===== src/rtl/sumnb_serial.sv =====
// sumnb_serial: digit-serial adder (optional subtractor). It adds DIGIT bits per
// clock, least significant digit first, and keeps the carry in a register.
// Optional feature macro: SUM_SUB_EN. When it is defined, the op port exists and
// op = 1 selects subtract (A - B - Ci, Co = borrow-out).
// Ports:
//   clk   - clock; all state updates on the rising edge
//   rst   - synchronous reset, active-high
//   start - request; sampled only in IDLE or DONE
//   A, B  - WIDTH-bit operands, captured on an accepted start
//   Ci    - carry-in (borrow-in when subtracting), captured on an accepted start
//   op    - (SUM_SUB_EN only) 0 = add, 1 = subtract, captured on an accepted start
//   busy  - high while the operation is in RUN
//   done  - one-cycle pulse; S/Co are valid from this cycle until the next accept
//   S     - WIDTH-bit result
//   Co    - carry-out (borrow-out in subtract mode)
module sumnb_serial #(
  parameter int unsigned WIDTH = 8,
  parameter int unsigned DIGIT = 2
) (
  input  logic             clk,
  input  logic             rst,
  input  logic             start,
  input  logic [WIDTH-1:0] A,
  input  logic [WIDTH-1:0] B,
  input  logic             Ci,
`ifdef SUM_SUB_EN
  input  logic             op,
`endif
  output logic             busy,
  output logic             done,
  output logic [WIDTH-1:0] S,
  output logic             Co
);

  localparam int unsigned N     = WIDTH / DIGIT;
  localparam int unsigned CNT_W = (N + 1 > 1) ? $clog2(N + 1) : 1;
  localparam int unsigned DW    = DIGIT + 1;

  localparam logic [1:0] ST_IDLE = 2'd0;
  localparam logic [1:0] ST_RUN  = 2'd1;
  localparam logic [1:0] ST_DONE = 2'd2;

  logic [1:0]       state_q, state_nxt;
  logic [CNT_W-1:0] cnt_q, cnt_nxt;
  logic [WIDTH-1:0] a_q, a_nxt;
  logic [WIDTH-1:0] b_q, b_nxt;
  logic             c_q, c_nxt;
  logic             sub_q, sub_nxt;
  logic [WIDTH-1:0] s_q, s_nxt;
  logic             co_q, co_nxt;
  logic             busy_q, busy_nxt;
  logic             done_q, done_nxt;

  logic             op_c;
  logic [DW-1:0]    digit_sum_c;
  logic [WIDTH-1:0] s_shift_c;

  // Mode select; the add-only build ties subtract off.
`ifdef SUM_SUB_EN
  always_comb op_c = op;
`else
  always_comb op_c = 1'b0;
`endif

  // One digit of the sum, including the carry held over from the previous digit.
  always_comb begin
    digit_sum_c = {1'b0, a_q[DIGIT-1:0]} + {1'b0, b_q[DIGIT-1:0]} + DW'(c_q);
  end

  // The new digit enters at the MSB end, so after N shifts the LSB digit sits at bit 0.
  if (DIGIT == WIDTH) begin : g_full
    always_comb s_shift_c = digit_sum_c[DIGIT-1:0];
  end else begin : g_part
    always_comb s_shift_c = {digit_sum_c[DIGIT-1:0], s_q[WIDTH-1:DIGIT]};
  end

  // Next-state and datapath update.
  always_comb begin
    state_nxt = state_q;
    cnt_nxt   = cnt_q;
    a_nxt     = a_q;
    b_nxt     = b_q;
    c_nxt     = c_q;
    sub_nxt   = sub_q;
    s_nxt     = s_q;
    co_nxt    = co_q;
    busy_nxt  = busy_q;
    done_nxt  = 1'b0;

    case (state_q)
      ST_IDLE, ST_DONE: begin
        if (start) begin
          // Subtraction is computed as A + ~B + ~Ci, so the final carry is an inverted borrow.
          a_nxt     = A;
          b_nxt     = op_c ? ~B : B;
          c_nxt     = Ci ^ op_c;
          sub_nxt   = op_c;
          s_nxt     = '0;
          co_nxt    = 1'b0;
          cnt_nxt   = '0;
          busy_nxt  = 1'b1;
          state_nxt = ST_RUN;
        end else begin
          state_nxt = ST_IDLE;
        end
      end
      ST_RUN: begin
        s_nxt   = s_shift_c;
        a_nxt   = a_q >> DIGIT;
        b_nxt   = b_q >> DIGIT;
        c_nxt   = digit_sum_c[DIGIT];
        cnt_nxt = cnt_q + CNT_W'(1);
        if (cnt_q == CNT_W'(N - 1)) begin
          co_nxt    = digit_sum_c[DIGIT] ^ sub_q;
          busy_nxt  = 1'b0;
          done_nxt  = 1'b1;
          state_nxt = ST_DONE;
        end
      end
      default: begin
        state_nxt = ST_IDLE;
        busy_nxt  = 1'b0;
      end
    endcase
  end

  // State and datapath registers.
  always_ff @(posedge clk) begin
    if (rst) begin
      state_q <= ST_IDLE;
      cnt_q   <= '0;
      a_q     <= '0;
      b_q     <= '0;
      c_q     <= 1'b0;
      sub_q   <= 1'b0;
      s_q     <= '0;
      co_q    <= 1'b0;
      busy_q  <= 1'b0;
      done_q  <= 1'b0;
    end else begin
      state_q <= state_nxt;
      cnt_q   <= cnt_nxt;
      a_q     <= a_nxt;
      b_q     <= b_nxt;
      c_q     <= c_nxt;
      sub_q   <= sub_nxt;
      s_q     <= s_nxt;
      co_q    <= co_nxt;
      busy_q  <= busy_nxt;
      done_q  <= done_nxt;
    end
  end

  assign busy = busy_q;
  assign done = done_q;
  assign S    = s_q;
  assign Co   = co_q;

endmodule

===== config.mk =====
export PLATFORM = sky130hd
export DESIGN_NAME = sumnb_serial
export DESIGN_NICKNAME = d
export VERILOG_FILES = /design/src/rtl/sumnb_serial.sv
export SDC_FILE = /design/constraint.sdc
export NUM_CORES = 1
export LEC_CHECK = 0
export ABC_AREA = 1
export BUFFER_PORTS_ARGS = -buffer_cell sky130_fd_sc_hd__buf_2
export CAP_MARGIN = 40
export CORE_ASPECT_RATIO = 1.75
export CORE_MARGIN = 2
export CORE_UTILIZATION = 50
export DETAILED_ROUTE_END_ITERATION = 7
export GPL_ROUTABILITY_DRIVEN = 0
export PLACE_DENSITY_LB_ADDON = 0.08
export SYNTH_ARGS = -nofsm -noshare
export SYNTH_HDL_FRONTEND = slang
export SYNTH_SLANG_ARGS = --single-unit
export TNS_END_PERCENT = 10

===== constraint.sdc =====
create_clock -name clk -period 3.06 [get_ports clk]
set_input_delay 0.459 -clock clk [delete_from_list [all_inputs] [get_ports clk]]
set_output_delay 0.459 -clock clk [all_outputs]
set_load 0.005 [all_outputs]

Word level (Yosys, flattened, before mapping)
Cells that the tools add are included.
Widths: inputs -> output; s select.

storage, ports and cells
  word-level logic and storage cells = 45
  input bits = 20
  bits in registers = 33
  output and inout port bits = 11

cells by class
  $add $sub $neg = 3
  equal/unequal tests = 5
  mux-type cells = 20
  bitwise operators = 1
  reductions and logical operators = 7

operators with widths
  operator             number
  $pmux 8 s2           3
  $mux 8               3
  $mux 1               7
  $pmux 1 s2           3
  $pmux 3 s2           1
  $ne 2x2->1 const B   2
  $pmux 2 s2           1
  $reduce_and 2->1     2
  $reduce_or 2->1      2
  $add 2x2->3          1
  $add 3x1->3          1
  $add 3x1->3 const B  1
  $eq 3x2->1 const B   1
  $mux 3               1
  $reduce_and 3->1     1
  $eq 2x1->1 const B   1
  $eq 2x2->1 const B   1
  $logic_not 2->1      1
  $mux 2               1
  $reduce_bool 2->1    1
  $not 1->1            1

Logic depth before layout (Yosys ltp)
  word-level depth = 4
  depth in mapped cells = 7

Least setup slack after synthesis
No wires, ideal clock.

  kind = reg2reg
  start point = reg a_q[0]
  end point = reg c_q
  library setup time = 0.111 ns
  data required time = 2.949 ns
  cell stages (with the launch flop) = 7
  path slack = 1.609 ns
  data arrival time = 1.339 ns
  cells stage by stage = dfxtp_1 fa_1 fa_1 nand3_1 nand2_1 nor2_1 nor2_1

between the ends
  longest elaborated chain between the ends = 3

RTL lines
  what                    RTL line  source
  from (decl)             45        logic [WIDTH-1:0] a_q, a_nxt;
  from (signal assigned)  143       a_q <= a_nxt;
  $add 2x2->3             67        digit_sum_c = {1'b0, a_q[DIGIT-1:0]} + {1'b0, b_q[DIGIT-1:0]} + DW'(c_q);
  $add 3x1->3             67
  $pmux 1 s2              90        case (state_q)
  to (signal assigned)    145       c_q <= c_nxt;
  to (decl)               47        logic c_q, c_nxt;

No other way between the ends.
A chain may end at the register's enable or synchronous reset.

Final worst setup path
  start point = reg state_q[0]
  end point = reg c_q

between the ends
  longest elaborated chain between the ends = 4

RTL lines
  what                                                       RTL line  source
  from (decl)                                                43        logic [1:0] state_q, state_nxt;
  from (signal assigned)                                     141       state_q <= state_nxt;
  $eq 2x2->1 or $logic_not 2->1 (tied branches)              90
  $reduce_or 2->1                                            90
  $ne 2x2->1 (no line) or $reduce_bool 2->1 (tied branches)  n/a
  $reduce_and 2->1 (no line)                                 n/a

Parallel ways exist; a longest one is shown, timed or not.

==> metrics <==
Mapped Cells 226; Hold Path Sink a_q[5]; Post-CTS Setup Inserts 0; Hold Startpoint A[5]; clk sinks 33; Syn Area/Cell 7.241 µm²; hold crit path type in2reg; core area 3142 µm²; Worst-path clk slew 70 ps; global-route wire length before repair 5499 µm; Final Critical Period 1791 ps; Clock Latency Late Sink 290 ps; status finished clean; worst clock skew 7.218 ps; Fmax 0.5584 GHz; vias 1398; Iteration-0 DRC Markers 42; Detail Placement HPWL 2065 µm; initial antenna violation count 0; Post-CTS Hold Fix Bufs 0; CTS tree yes; share of cells above drive strength 1 20.80%; Area Growth Syn to Fin 11.39%; post-cts resize count 0; Die ar. 3764 µm²; period utilization 58.53%; DRT Pass-1 Iters 5; port buffer count 30; TNS Setup 0 ps; total wire length 3139 µm; R2R Path End c_q; register bit count reported by yosys 33; RSZ-0062 raised after global routing no; post-synthesis sequential area ratio 40.37%; Leakage 0.9084 nW; I/O Pins 31; syn nets 250; CTS buffer count 5; number of H-tree levels 2; pin count of the biggest net entering global routing 44; crit path max fanout 29; initial core utilization 52.09%; Cell Area, Synth 1637 µm²; ANT nets after route 0; vias in the first global route 1306; detailed-route DRC error count 0; Worst slew margin 58.31%; final net count 273; vias per std cell 4.771; Longest Clk Path Bufs 2; Final setup viols 0; required time of the critical path 3250 ps; drt wl/cell 10.71 µm; Root Driver clkbuf_8; Max-Cap Viols 0; FP Rows 27; Reg2Reg Launch Point state_q[0]; count of cell types in the netlist 22; R2R cell count 5; Die Width 47.25 µm; critical path class reg2reg; Total GRT Usage 20.06%; arrival time at the worst endpoint 1980 ps; hold depth 3; final hold viol count 0; worst slew pin tran 623.1 ps; Finished Core Util 58.02%; Max VDD drop 0.0003387 V; crit path capture type register; PD cells 517.9 nW/µm²; Yosys warnings 0; gr ovfl total 0; CP Launch Type register; reg-to-reg setup timing slack 1270 ps; Die H 79.68 µm; n_diodes 0; Pins Over Slew Limit 0
worst max-delay path by stage:
stage / slack [ps] / start / endpoint
2_1_floorplan: 1610 / a_q[0] / c_q
3_3_place_gp: 1310 / state_q[0] / c_q
3_5_place_dp: 1270 / state_q[0] / c_q
4_1_cts: 1260 / state_q[0] / c_q
5_1_grt: 1070 / state_q[0] / c_q
6_report: 1270 / state_q[0] / c_q
cell type report:
cell class / count / area, µm²
Sequential cell: 33 / 660.6
Multi-Input combinational cell: 145 / 745.7
Timing Repair Buffer: 30 / 150.1
Inverter: 34 / 130.1
Clock inverter: 2 / 10.01
Fill cell: 331 / 1319
Tap cell: 43 / 53.80
Clock buffer: 6 / 72.57
layer usage:
metal	track usage [%]	vias up	routed length (µm)	share of wire, %
li1	-	742	-	-
met1	22.40	617	1333	42
met2	33.24	30	1606	51
met3	4.977	9	113	3.6
met4	10.00	0	85	2.7
met5	0	-	0	0
where the power goes:
group / internal, mW / switching [mW]
sequential: 0.459 / 0.0196
clock: 0.157 / 0.161
combinational: 0.0573 / 0.0897
state kept, by name, indices dropped and copies added, names as in the netlist:
name     count
Co           1
busy         1
a_q          8
cnt_q        3
state_q      2
c_q          1
done         1
S            8
b_q          8
critical path: stages, from the launching register on:
cell and delay [ps]:
dfxtp_1 720, nand2_2 540, nand2_1 230, inv_1 50
nor2_1 90, nor2_1 40
layout by cell type, fill, tap and decap left out:
cell type  count
clkbuf_1       1
fa_1           2
nand2_4        1
buf_2         30
clkinv_2       2
inv_2          1
nand3_2       10
clkbuf_8       5
nor3_1         1
nor2_2         1
nor2_1        31
nand3_1       27
inv_4          1
ha_1           2
a21oi_1       17
dfxtp_1       33
o21ai_0        1
nand2_2        1
nand2_1       46
inv_1         32
nand3b_1       5
synthesized netlist by cell type (all sizes together):
cell | count | area (µm²)
nor2 | 32 | 122.6
nand3 | 37 | 235.2
nand2 | 48 | 190.2
a21oi | 17 | 85.08
nor3 | 1 | 5.000
clkbuf | 1 | 3.750
buf | 13 | 96.33
fa | 2 | 40.04
ha | 2 | 25.02
o21ai | 1 | 5.000
inv | 34 | 130.1
nand3b | 5 | 37.54
dfxtp | 33 | 660.6
kinds of logic (layout without fill, tap and decap cells):
kind of cell,after synthesis,in the layout,synth area share [%]
buffers and inverters,48,72,14.07
flip-flops,33,33,40.37
adder cells (fa/ha/maj),4,4,3.975
AO/OA/AOI/OAI,18,18,5.504
AND/OR/NAND/NOR,123,123,36.09
through the flow:
| stage | instances | power (mW) | cell area, µm² | hold slack, ps | setup slack, ps |
|---|---|---|---|---|---|
| 4_1_cts | 293 | 0.9592 | 1823 | 383.5 | 1264 |
| 3_3_place_gp | 285 | 0.6358 | 1740 | 461.2 | 1308 |
| 3_5_place_dp | 285 | 0.6369 | 1740 | 466.4 | 1269 |
| 5_1_grt | 293 | 0.9995 | 1823 | 404.9 | 1067 |
| 2_1_floorplan | 226 | 0.6099 | 1637 | 428.3 | 1609 |
| 6_report | 293 | 0.9441 | 1823 | 386.6 | 1269 |
No activity file was read; power rests on OpenSTA's default activity.
